$ cat config.mk
export PLATFORM = sky130hd
export DESIGN_NAME = crossbar_requester
export DESIGN_NICKNAME = d
export VERILOG_FILES = /design/src/rtl/crossbar_requester.sv
export SDC_FILE = /design/constraint.sdc
export NUM_CORES = 1
export LEC_CHECK = 0
export CORE_ASPECT_RATIO = 1.4
export CORE_UTILIZATION = 50
export DETAILED_ROUTE_END_ITERATION = 8
export PLACE_DENSITY = 0.78
export SETUP_SLACK_MARGIN = 0.05
export SYNTH_ARGS = -nofsm -noshare
export SYNTH_HDL_FRONTEND = slang
export SYNTH_SLANG_ARGS = --single-unit
export TNS_END_PERCENT = 30
$ cat constraint.sdc
create_clock -name clock -period 4.58 [get_ports clock]
set_input_delay 0.687 -clock clock [delete_from_list [all_inputs] [get_ports clock]]
set_output_delay 0.687 -clock clock [all_outputs]
set_load 0.02 [all_outputs]
$ cat src/rtl/crossbar_requester.sv
// -----------------------------------------------------------------------------
// crossbar_requester
//
// Initiator-side port controller for one input of the 2x2 crossbar. Commands
// from the local master are buffered in a small FIFO. While the FIFO holds an
// entry the controller raises `request` to the arbiter. Once granted it drives
// exactly one beat (the FIFO head) onto the crossbar path. It then pulses
// `acknowledge` to release the grant, so `request` is low for at least one
// cycle between grants.
//
// Optional feature macro: GRANT_TIMEOUT_EN
//   When defined, the controller backs off to IDLE after GRANT_TIMEOUT
//   ungranted REQ cycles and pulses `timeout_err` for one cycle. When not
//   defined, REQ waits indefinitely and `timeout_err` is tied low.
//
// Ports
//   clock, reset          rising-edge clock; asynchronous active-high reset
//   cmd_valid/cmd_ready   master command handshake (cmd_ready = FIFO not full)
//   cmd_addr/data/write   command payload
//   request/grant         arbiter request and grant bits
//   acknowledge           one-cycle grant release pulse after a completed beat
//   xbar_valid/ready      crossbar beat handshake
//   xbar_addr/data/write  FIFO head payload, shown only in XFER (zero otherwise)
//   timeout_err           one-cycle pulse when a grant wait times out
// -----------------------------------------------------------------------------
module crossbar_requester #(
    parameter int DATA_WIDTH    = 32,
    parameter int ADDR_WIDTH    = 32,
    parameter int FIFO_DEPTH    = 4,
    parameter int GRANT_TIMEOUT = 15
) (
    input  logic                  clock,
    input  logic                  reset,
    input  logic                  cmd_valid,
    output logic                  cmd_ready,
    input  logic [ADDR_WIDTH-1:0] cmd_addr,
    input  logic [DATA_WIDTH-1:0] cmd_data,
    input  logic                  cmd_write,
    output logic                  request,
    input  logic                  grant,
    output logic                  acknowledge,
    output logic                  xbar_valid,
    output logic [ADDR_WIDTH-1:0] xbar_addr,
    output logic [DATA_WIDTH-1:0] xbar_data,
    output logic                  xbar_write,
    input  logic                  xbar_ready,
    output logic                  timeout_err
);

    localparam int PTR_W   = $clog2(FIFO_DEPTH);
    localparam int CNT_W   = PTR_W + 1;
    localparam int ENTRY_W = ADDR_WIDTH + DATA_WIDTH + 1;

    if (FIFO_DEPTH < 2 || (FIFO_DEPTH & (FIFO_DEPTH - 1)) != 0) begin : g_bad_depth
        $error("crossbar_requester: FIFO_DEPTH must be a power of two >= 2");
    end
    if (GRANT_TIMEOUT < 1) begin : g_bad_timeout
        $error("crossbar_requester: GRANT_TIMEOUT must be >= 1");
    end

    typedef enum logic [1:0] {
        IDLE,
        REQ,
        XFER,
        ACK
    } state_t;

    state_t state_q;
    state_t state_d;

    logic [ENTRY_W-1:0] mem [FIFO_DEPTH];
    logic [PTR_W-1:0]   wr_ptr;
    logic [PTR_W-1:0]   rd_ptr;
    logic [CNT_W-1:0]   count;
    logic [ENTRY_W-1:0] head;
    logic               fifo_full;
    logic               fifo_empty;
    logic               push;
    logic               pop;
    logic               timeout_hit;

    // ---------------------------------------------------------------------
    // Command FIFO
    // ---------------------------------------------------------------------
    assign fifo_full  = (count == CNT_W'(FIFO_DEPTH));
    assign fifo_empty = (count == '0);
    // No bypass: a pop in the same cycle does not make room for a push.
    assign cmd_ready  = !fifo_full;
    assign push       = cmd_valid && !fifo_full;
    assign pop        = xbar_valid && xbar_ready;
    assign head       = mem[rd_ptr];

    // NOTE: the storage array has no reset. Its contents are only observable
    // through a valid pointer/count, and the outputs are gated to zero outside
    // XFER, so clearing it would only add reset fan-out.
    always_ff @(posedge clock) begin
        if (push) begin
            mem[wr_ptr] <= {cmd_addr, cmd_data, cmd_write};
        end
    end

    // NOTE: state registers use non-blocking assignments so every flop samples
    // the pre-edge values, independent of process evaluation order.
    always_ff @(posedge clock or posedge reset) begin
        if (reset) begin
            wr_ptr <= '0;
            rd_ptr <= '0;
            count  <= '0;
        end else begin
            // Pointers are exactly log2(depth) bits, so they wrap naturally.
            if (push) wr_ptr <= wr_ptr + 1'b1;
            if (pop)  rd_ptr <= rd_ptr + 1'b1;
            case ({push, pop})
                2'b10:   count <= count + 1'b1;
                2'b01:   count <= count - 1'b1;
                default: count <= count;
            endcase
        end
    end

    // ---------------------------------------------------------------------
    // Optional grant-wait timeout
    // ---------------------------------------------------------------------
`ifdef GRANT_TIMEOUT_EN
    localparam int TO_W = $clog2(GRANT_TIMEOUT + 1);

    logic [TO_W-1:0] wait_cnt;
    logic            timeout_q;

    // Fires in the REQ cycle whose missing grant brings the count to
    // GRANT_TIMEOUT, so the FSM sits in IDLE for exactly the next cycle.
    assign timeout_hit = (state_q == REQ) && !grant
                         && (wait_cnt == TO_W'(GRANT_TIMEOUT - 1));

    always_ff @(posedge clock or posedge reset) begin
        if (reset) begin
            wait_cnt  <= '0;
            timeout_q <= 1'b0;
        end else begin
            timeout_q <= timeout_hit;
            // Held at zero outside REQ, so every REQ entry starts from zero.
            if (state_q == REQ && !grant && !timeout_hit) begin
                wait_cnt <= wait_cnt + 1'b1;
            end else begin
                wait_cnt <= '0;
            end
        end
    end

    assign timeout_err = timeout_q;
`else
    assign timeout_hit = 1'b0;
    assign timeout_err = 1'b0;
`endif

    // ---------------------------------------------------------------------
    // Control FSM
    // ---------------------------------------------------------------------
    always_ff @(posedge clock or posedge reset) begin
        if (reset) begin
            state_q <= IDLE;
        end else begin
            state_q <= state_d;
        end
    end

    // NOTE: every output of this block gets a default before the case
    // statement; a path that skipped an assignment would infer a latch.
    always_comb begin
        state_d     = state_q;
        request     = 1'b0;
        acknowledge = 1'b0;
        xbar_valid  = 1'b0;
        xbar_addr   = '0;
        xbar_data   = '0;
        xbar_write  = 1'b0;

        case (state_q)
            IDLE: begin
                // Looking at the incoming push lets `request` rise in the
                // cycle right after the command is accepted.
                if (!fifo_empty || push) state_d = REQ;
            end
            REQ: begin
                request = 1'b1;
                if (grant)            state_d = XFER;
                else if (timeout_hit) state_d = IDLE;
            end
            XFER: begin
                request = 1'b1;
                // Valid follows grant combinationally, so a withdrawn grant
                // takes the beat off the path in the same cycle.
                xbar_valid                          = grant;
                {xbar_addr, xbar_data, xbar_write}  = head;
                if (!grant)          state_d = REQ;
                else if (xbar_ready) state_d = ACK;
            end
            ACK: begin
                acknowledge = 1'b1;
                state_d     = fifo_empty ? IDLE : REQ;
            end
            default: state_d = IDLE;
        endcase
    end

endmodule
==> out/results.tsv, run 1 <==
metric	value	unit
cp.arrival	3.08	ns
port_buffers	138	
dp_hpwl	11800	um
ys_types	28	
synth_area	10500	sq um
yosysTopAreaCellShare	74.5	%
ioPinCount	140	
coreArea	20600	sq um
netlist_top_cells_count	260 x edfxtp_1, 66 x and2_1, 65 x mux4_2	
yosys.area.top_type	edfxtp_1	
required	3.89	ns
via_per_inst	5.50	
crit_slowest_cell	dfrtp_4	
grt-ovfl-total	0	
p_leak	4.22	nW
num_rows	62	
post_dp_cell_area	12100	sq um
area_growth_syn_to_layout	22.7	%
cts_setup_buffers	0	
critPathMaxFanout	36	
clock_path_buffers	3	
holdWs	0.459	ns
postSynthCellCount	473	
fin_nets	701	
cts_made_buffers	25	
r2r_end	count[2]	
start_kind	flop	
dominantRegCellSynth	edfxtp_1	
tightest_slew	1.04	ns
routed_wl	19600	um
dr.pass1.iters	5	
syn-num-nets	554	
fillCellCount	1386	
r2r_cells	9	
ir_drop	0.424	mV
timing.final.crit_share	82.3	%
grt_util_all_layers	18.5	%
grt_pass1_vias	5530	
cts_resized	0	
die_w	124	um
hold_viol_final	0	
cts-root-buf	clkbuf_16	
wl_per_cell	21.9	um
grt_max_degree	67	
vias	4920	
final_util	62.6	%
die_h	173	um
drive_gt1_share	18.7	%
end_kind	output port	
fp.dieArea	21600	sq um
clkLatencyLatePin	0.51	ns
cts_htree_levels	1	
slew_viol_final	0	
p_total	0.00780	W
reg2reg_from	state_q[0]	
ys_ff_latch	269	
place.gp.congestion	0.690	
period_minus_slack	3.77	ns
synth_top_cells_by_area	edfxtp_1 74%, mux4_2 14%, and2_1 3.9%, dfrtp_1 2.1%, ha_1 1.2%	
maxSlewHeadroom	30.9	%
synth-edff-count	260	
yosysSeqAreaShare	76.6	%
cp_cell_sequence	buf_4, mux4_2, and2_1, clkdlybuf4s50_1	
skew	0.0118	ns
avgSynthCellArea	22.2	sq um
antenna_found_initial	2	
fmaxAchievable	265	MHz
hold_buffers	0	
drv_cap	0	
power_density	606	nW/um^2
path_class	reg2out	
rsz0062_at_grt	no	
max_stage_delay	0.90	ns
grt_pass1_wl	30300	um
cts_tree	built	
synthArstFlopShare	3.35	%
final_area	12900	sq um
setup_viol	0	
drc_errors	0	
ant_nets	0	
regToRegSetupSlack	1.91	ns
synth.most_common_cell	edfxtp_1	
holdCritPathClass	in2async	
detail_route.iter0.violations	314	
tns	0	ns
clkTransAtPathRegs	0.06	ns
run_status	finished clean	
yosys_warnings	0	
start_util	51.0	%
cts_num_sinks	269	
## kinds of logic after synthesis
| family | synth area share (%) |
|---|---|
| flip-flops | 76.6 |
| XOR/XNOR | 0.501 |
| AND/OR/NAND/NOR | 4.80 |
| multiplexers | 14.3 |
| buffers and inverters | 2.08 |
| AO/OA/AOI/OAI | 0.310 |
| other | 0.0358 |
| adder cells (fa/ha/maj) | 1.38 |
## routing by layer
metal / global-route usage [%] / routed length [um] / part of all wire (%)
met5: 0 / 0 / 0
met2: 33.9 / 10800 / 55
met3: 3.58 / 1030 / 5.3
met1: 21.3 / 7270 / 37
met4: 6.63 / 422 / 2.2
## worst max-delay path by stage
stage / start / to / slack (ns) / cells after the start
floorplan: count[2] / mem[0][0] / 1.81 / 2
global placement: rd_ptr[0] / xbar_data[30] / 1.29 / 4
detailed placement: rd_ptr[0] / xbar_addr[10] / 1.28 / 4
CTS: rd_ptr[0] / xbar_data[30] / 0.71 / 4
global route: rd_ptr[0] / xbar_data[30] / 0.62 / 4
finish: rd_ptr[0] / xbar_data[30] / 0.81 / 4
## stage by stage
step                      worst slack (ns)  std cells
after global placement                1.29        849
after global routing                 0.616        895
after detailed placement              1.28        849
after floorplan                       1.81        473
final                                0.812        895
after CTS                            0.706        894
## worst max-delay path: cells and delay by family (launching register included)
family,cells,cell delay [ns]
flip-flops,1,0.90
buffers and inverters,2,0.91
multiplexers,1,0.56
AND/OR/NAND/NOR,1,0.18
## layout by cell type (no fill, tap or decap), drive strengths merged
cell / netlist / final
and3b: 1 / 1
clkinvlp: 0 / 2
nor2: 2 / 2
xnor2: 3 / 3
and3: 5 / 5
diode: 0 / 1
mux2: 2 / 2
and2: 67 / 67
clkinv: 0 / 12
nand2: 2 / 2
ha: 10 / 10
xor2: 3 / 3
o2bb2ai: 1 / 1
o221ai: 1 / 1
fa: 1 / 1
edfxtp: 260 / 260
or3b: 1 / 1
dfrtp: 9 / 9
inv: 10 / 11
mux4: 65 / 65
clkdlybuf4s50: 0 / 138
nor3: 1 / 1
clkbuf: 9 / 28
conb: 1 / 1
bufinv: 0 / 2
a211oi: 2 / 2
mux2i: 1 / 1
nor2b: 2 / 2
buf: 14 / 5
## flip-flops by register name, indices dropped and copies added, names as in the netlist
register	flops
count	3
mem	260
state_q	2
wr_ptr	2
rd_ptr	2
## report_power, final
| group | total [W] | leakage [nW] | internal, W | switching [W] |
|---|---|---|---|---|
| clock network | 0.00197 | 0.388 | 0.00113 | 0.000843 |
| logic | 0.00221 | 1.35 | 0.00116 | 0.00105 |
| registers | 0.00361 | 2.49 | 0.00327 | 0.000341 |
| total | 0.00780 | 4.22 | 0.00556 | 0.00224 |
## final cells by class
| class | count | area (sq um) | share of cell area (%) |
|---|---|---|---|
| Sequential cell | 269 | 8040 | 62.5 |
| Multi-Input combinational cell | 171 | 2260 | 17.5 |
| Timing Repair Buffer | 143 | 1420 | 11.0 |
| Clock buffer | 28 | 647 | 5.03 |
| Tap cell | 256 | 320 | 2.49 |
| Clock inverter | 17 | 139 | 1.08 |
| Inverter | 10 | 37.5 | 0.292 |
| Antenna cell | 1 | 2.50 | 0.0195 |
No activity file was read; power rests on OpenSTA's default activity.
==> run 2, diff against run 1 <==
- clock period: 4.58 -> 3.65 ns (I/O delays scaled with it)
==> run 2 against run 1 <==
Compared with the run above:
- total power is 28% higher
- via count up 0.98%
- sequential share of layout area fell by 0.72 points
- clock-buffer cell count up 4
- sequential power rose by 21%
- critical path depth is the same
- combinational power grew 38%
- wire length rose by 1.6%
- non-clock buffer count is 6 higher
- clock skew shrank 0.0033 ns
- final area is 1.2% higher
==> out/results.tsv, run 2 (synthesized netlist as in run 1, its figures left out) <==
metric	value	unit
maxSlewHeadroom	54.8	%
die_w	124	um
p_total	0.00997	W
skew	0.00846	ns
cts_tree	built	
grt_max_degree	43	
hold_viol_final	0	
tightest_slew	0.678	ns
drc_errors	0	
critPathMaxFanout	31	
timing.final.crit_share	91.0	%
path_buf_inv	2	
mostFrequentLayoutCells	260 x edfxtp_1, 138 x clkdlybuf4s50_1, 66 x and2_1	
run_status	finished clean	
clock_path_buffers	3	
cts_setup_buffers	0	
cts_htree_levels	1	
start_util	51.0	%
num_rows	62	
coreArea	20600	sq um
top_register	mem	
via_per_inst	5.52	
vias	4968	
holdCritPathClass	in2async	
required	3.10	ns
slew_viol_final	0	
fillCellCount	1372	
detail_route.iter0.violations	347	
cp_cell_sequence	buf_12, mux4_2, and2_1, clkdlybuf4s50_1	
cts_resized	0	
top_regs	mem: 260 flops, count: 3 flops	
cts_num_sinks	269	
mostFrequentLayoutCell	edfxtp_1	
cts-root-buf	clkbuf_16	
setup_viol	0	
tns	0	ns
hold_buffers	0	
path_class	reg2out	
fmaxAchievable	301	MHz
period_minus_slack	3.32	ns
dr.pass1.iters	4	
grt_pass1_wl	31300	um
area_growth_syn_to_layout	24.1	%
routed_wl	19900	um
clkLatencyLatePin	0.51	ns
largest_reg_flops	260	
rsz0062_at_grt	no	
regArea	8040	sq um
wl_per_cell	22.1	um
multi_input_area	2270	sq um
grt_util_all_layers	18.8	%
cpLargestDelayFamily	buffers and inverters	
drv_cap	0	
die_h	173	um
clkTransAtPathRegs	0.07	ns
ir_drop	0.505	mV
start_kind	flop	
cp.arrival	2.77	ns
ioPinCount	140	
crit_slowest_cell	dfrtp_4	
place.gp.congestion	0.695	
antenna_found_initial	2	
p_leak	4.27	nW
dp_hpwl	11900	um
cts_made_buffers	24	
fin_nets	706	
grt_pass1_vias	5559	
drive_gt1_share	19.6	%
ant_nets	0	
port_buffers	138	
max_stage_delay	0.65	ns
power_density	766	nW/um^2
end_kind	output port	
fp.dieArea	21600	sq um
grt-ovfl-total	0	
-- run 2: cell types whose count changed in the layout (fill, tap and decap cells not counted), moves of 2 or more --
cell,delta
clkinv_1,-4
buf_12,+6
clkinvlp_4,+2
clkbuf_8,+2
clkinv_2,-3
clkbuf_1,+2
-- run 2: path summary, 6_finish.rpt --
kind	startpoint	end	slack, ns	depth (start not counted)
setup reg to reg	state_q[0]	count[2]	1.02	9
setup / recovery	rd_ptr[0]	xbar_data[30]	0.33	4
min in group clock	count[2]	count[2]	0.51	1
hold reg to reg	count[2]	count[2]	0.51	1
hold / removal	reset	state_q[1]	0.31	2
max in group asynchronous	reset	rd_ptr[0]	3.04	2
-- run 2: where the power goes --
part           total [W]  switching, W  internal [W]
Clock            0.00255       0.00108       0.00146
Sequential       0.00437      0.000280       0.00409
Combinational    0.00305       0.00151       0.00154
-- run 2: metrics by stage --
| step | hold slack, ns | util (%) | cells | setup WS, ns | instance area, sq um |
|---|---|---|---|---|---|
| 3_3_place_gp | 0.472 | 59.3 | 855 | 0.761 | 12200 |
| 4_1_cts | 0.303 | 63.2 | 899 | 0.0972 | 13000 |
| 6_report | 0.310 | 63.3 | 900 | 0.330 | 13000 |
| 2_1_floorplan | 0.375 | - | 473 | 0.884 | 10500 |
| 3_5_place_dp | 0.493 | 59.3 | 855 | 0.615 | 12200 |
| 5_1_grt | 0.317 | 63.3 | 899 | 0.201 | 13000 |
-- run 2: metal layers --
metal	track usage [%]	part of all wire, %	vias to the layer above
met5	0	0.086	-
met4	5.92	2.2	2
met2	34.2	55	142
li1	-	-	2206
met3	2.87	4.0	35
met1	23.0	39	2583
-- run 2: layout make-up --
cell class | count | area share [%]
diodes | 1 | 0.0192
clock buffers | 32 | 5.24
clock inverters | 12 | 0.952
inverters | 10 | 0.288
multi-input cells | 171 | 17.4
flip-flops and latches | 269 | 61.8
well taps | 256 | 2.46
repair buffers | 149 | 11.8
==> run 3, diff against run 2 <==
- ABC_AREA: unset -> 0
==> results of run 3 <==
Same layout as run 2: the final DEF is identical, and so are final timing and power.
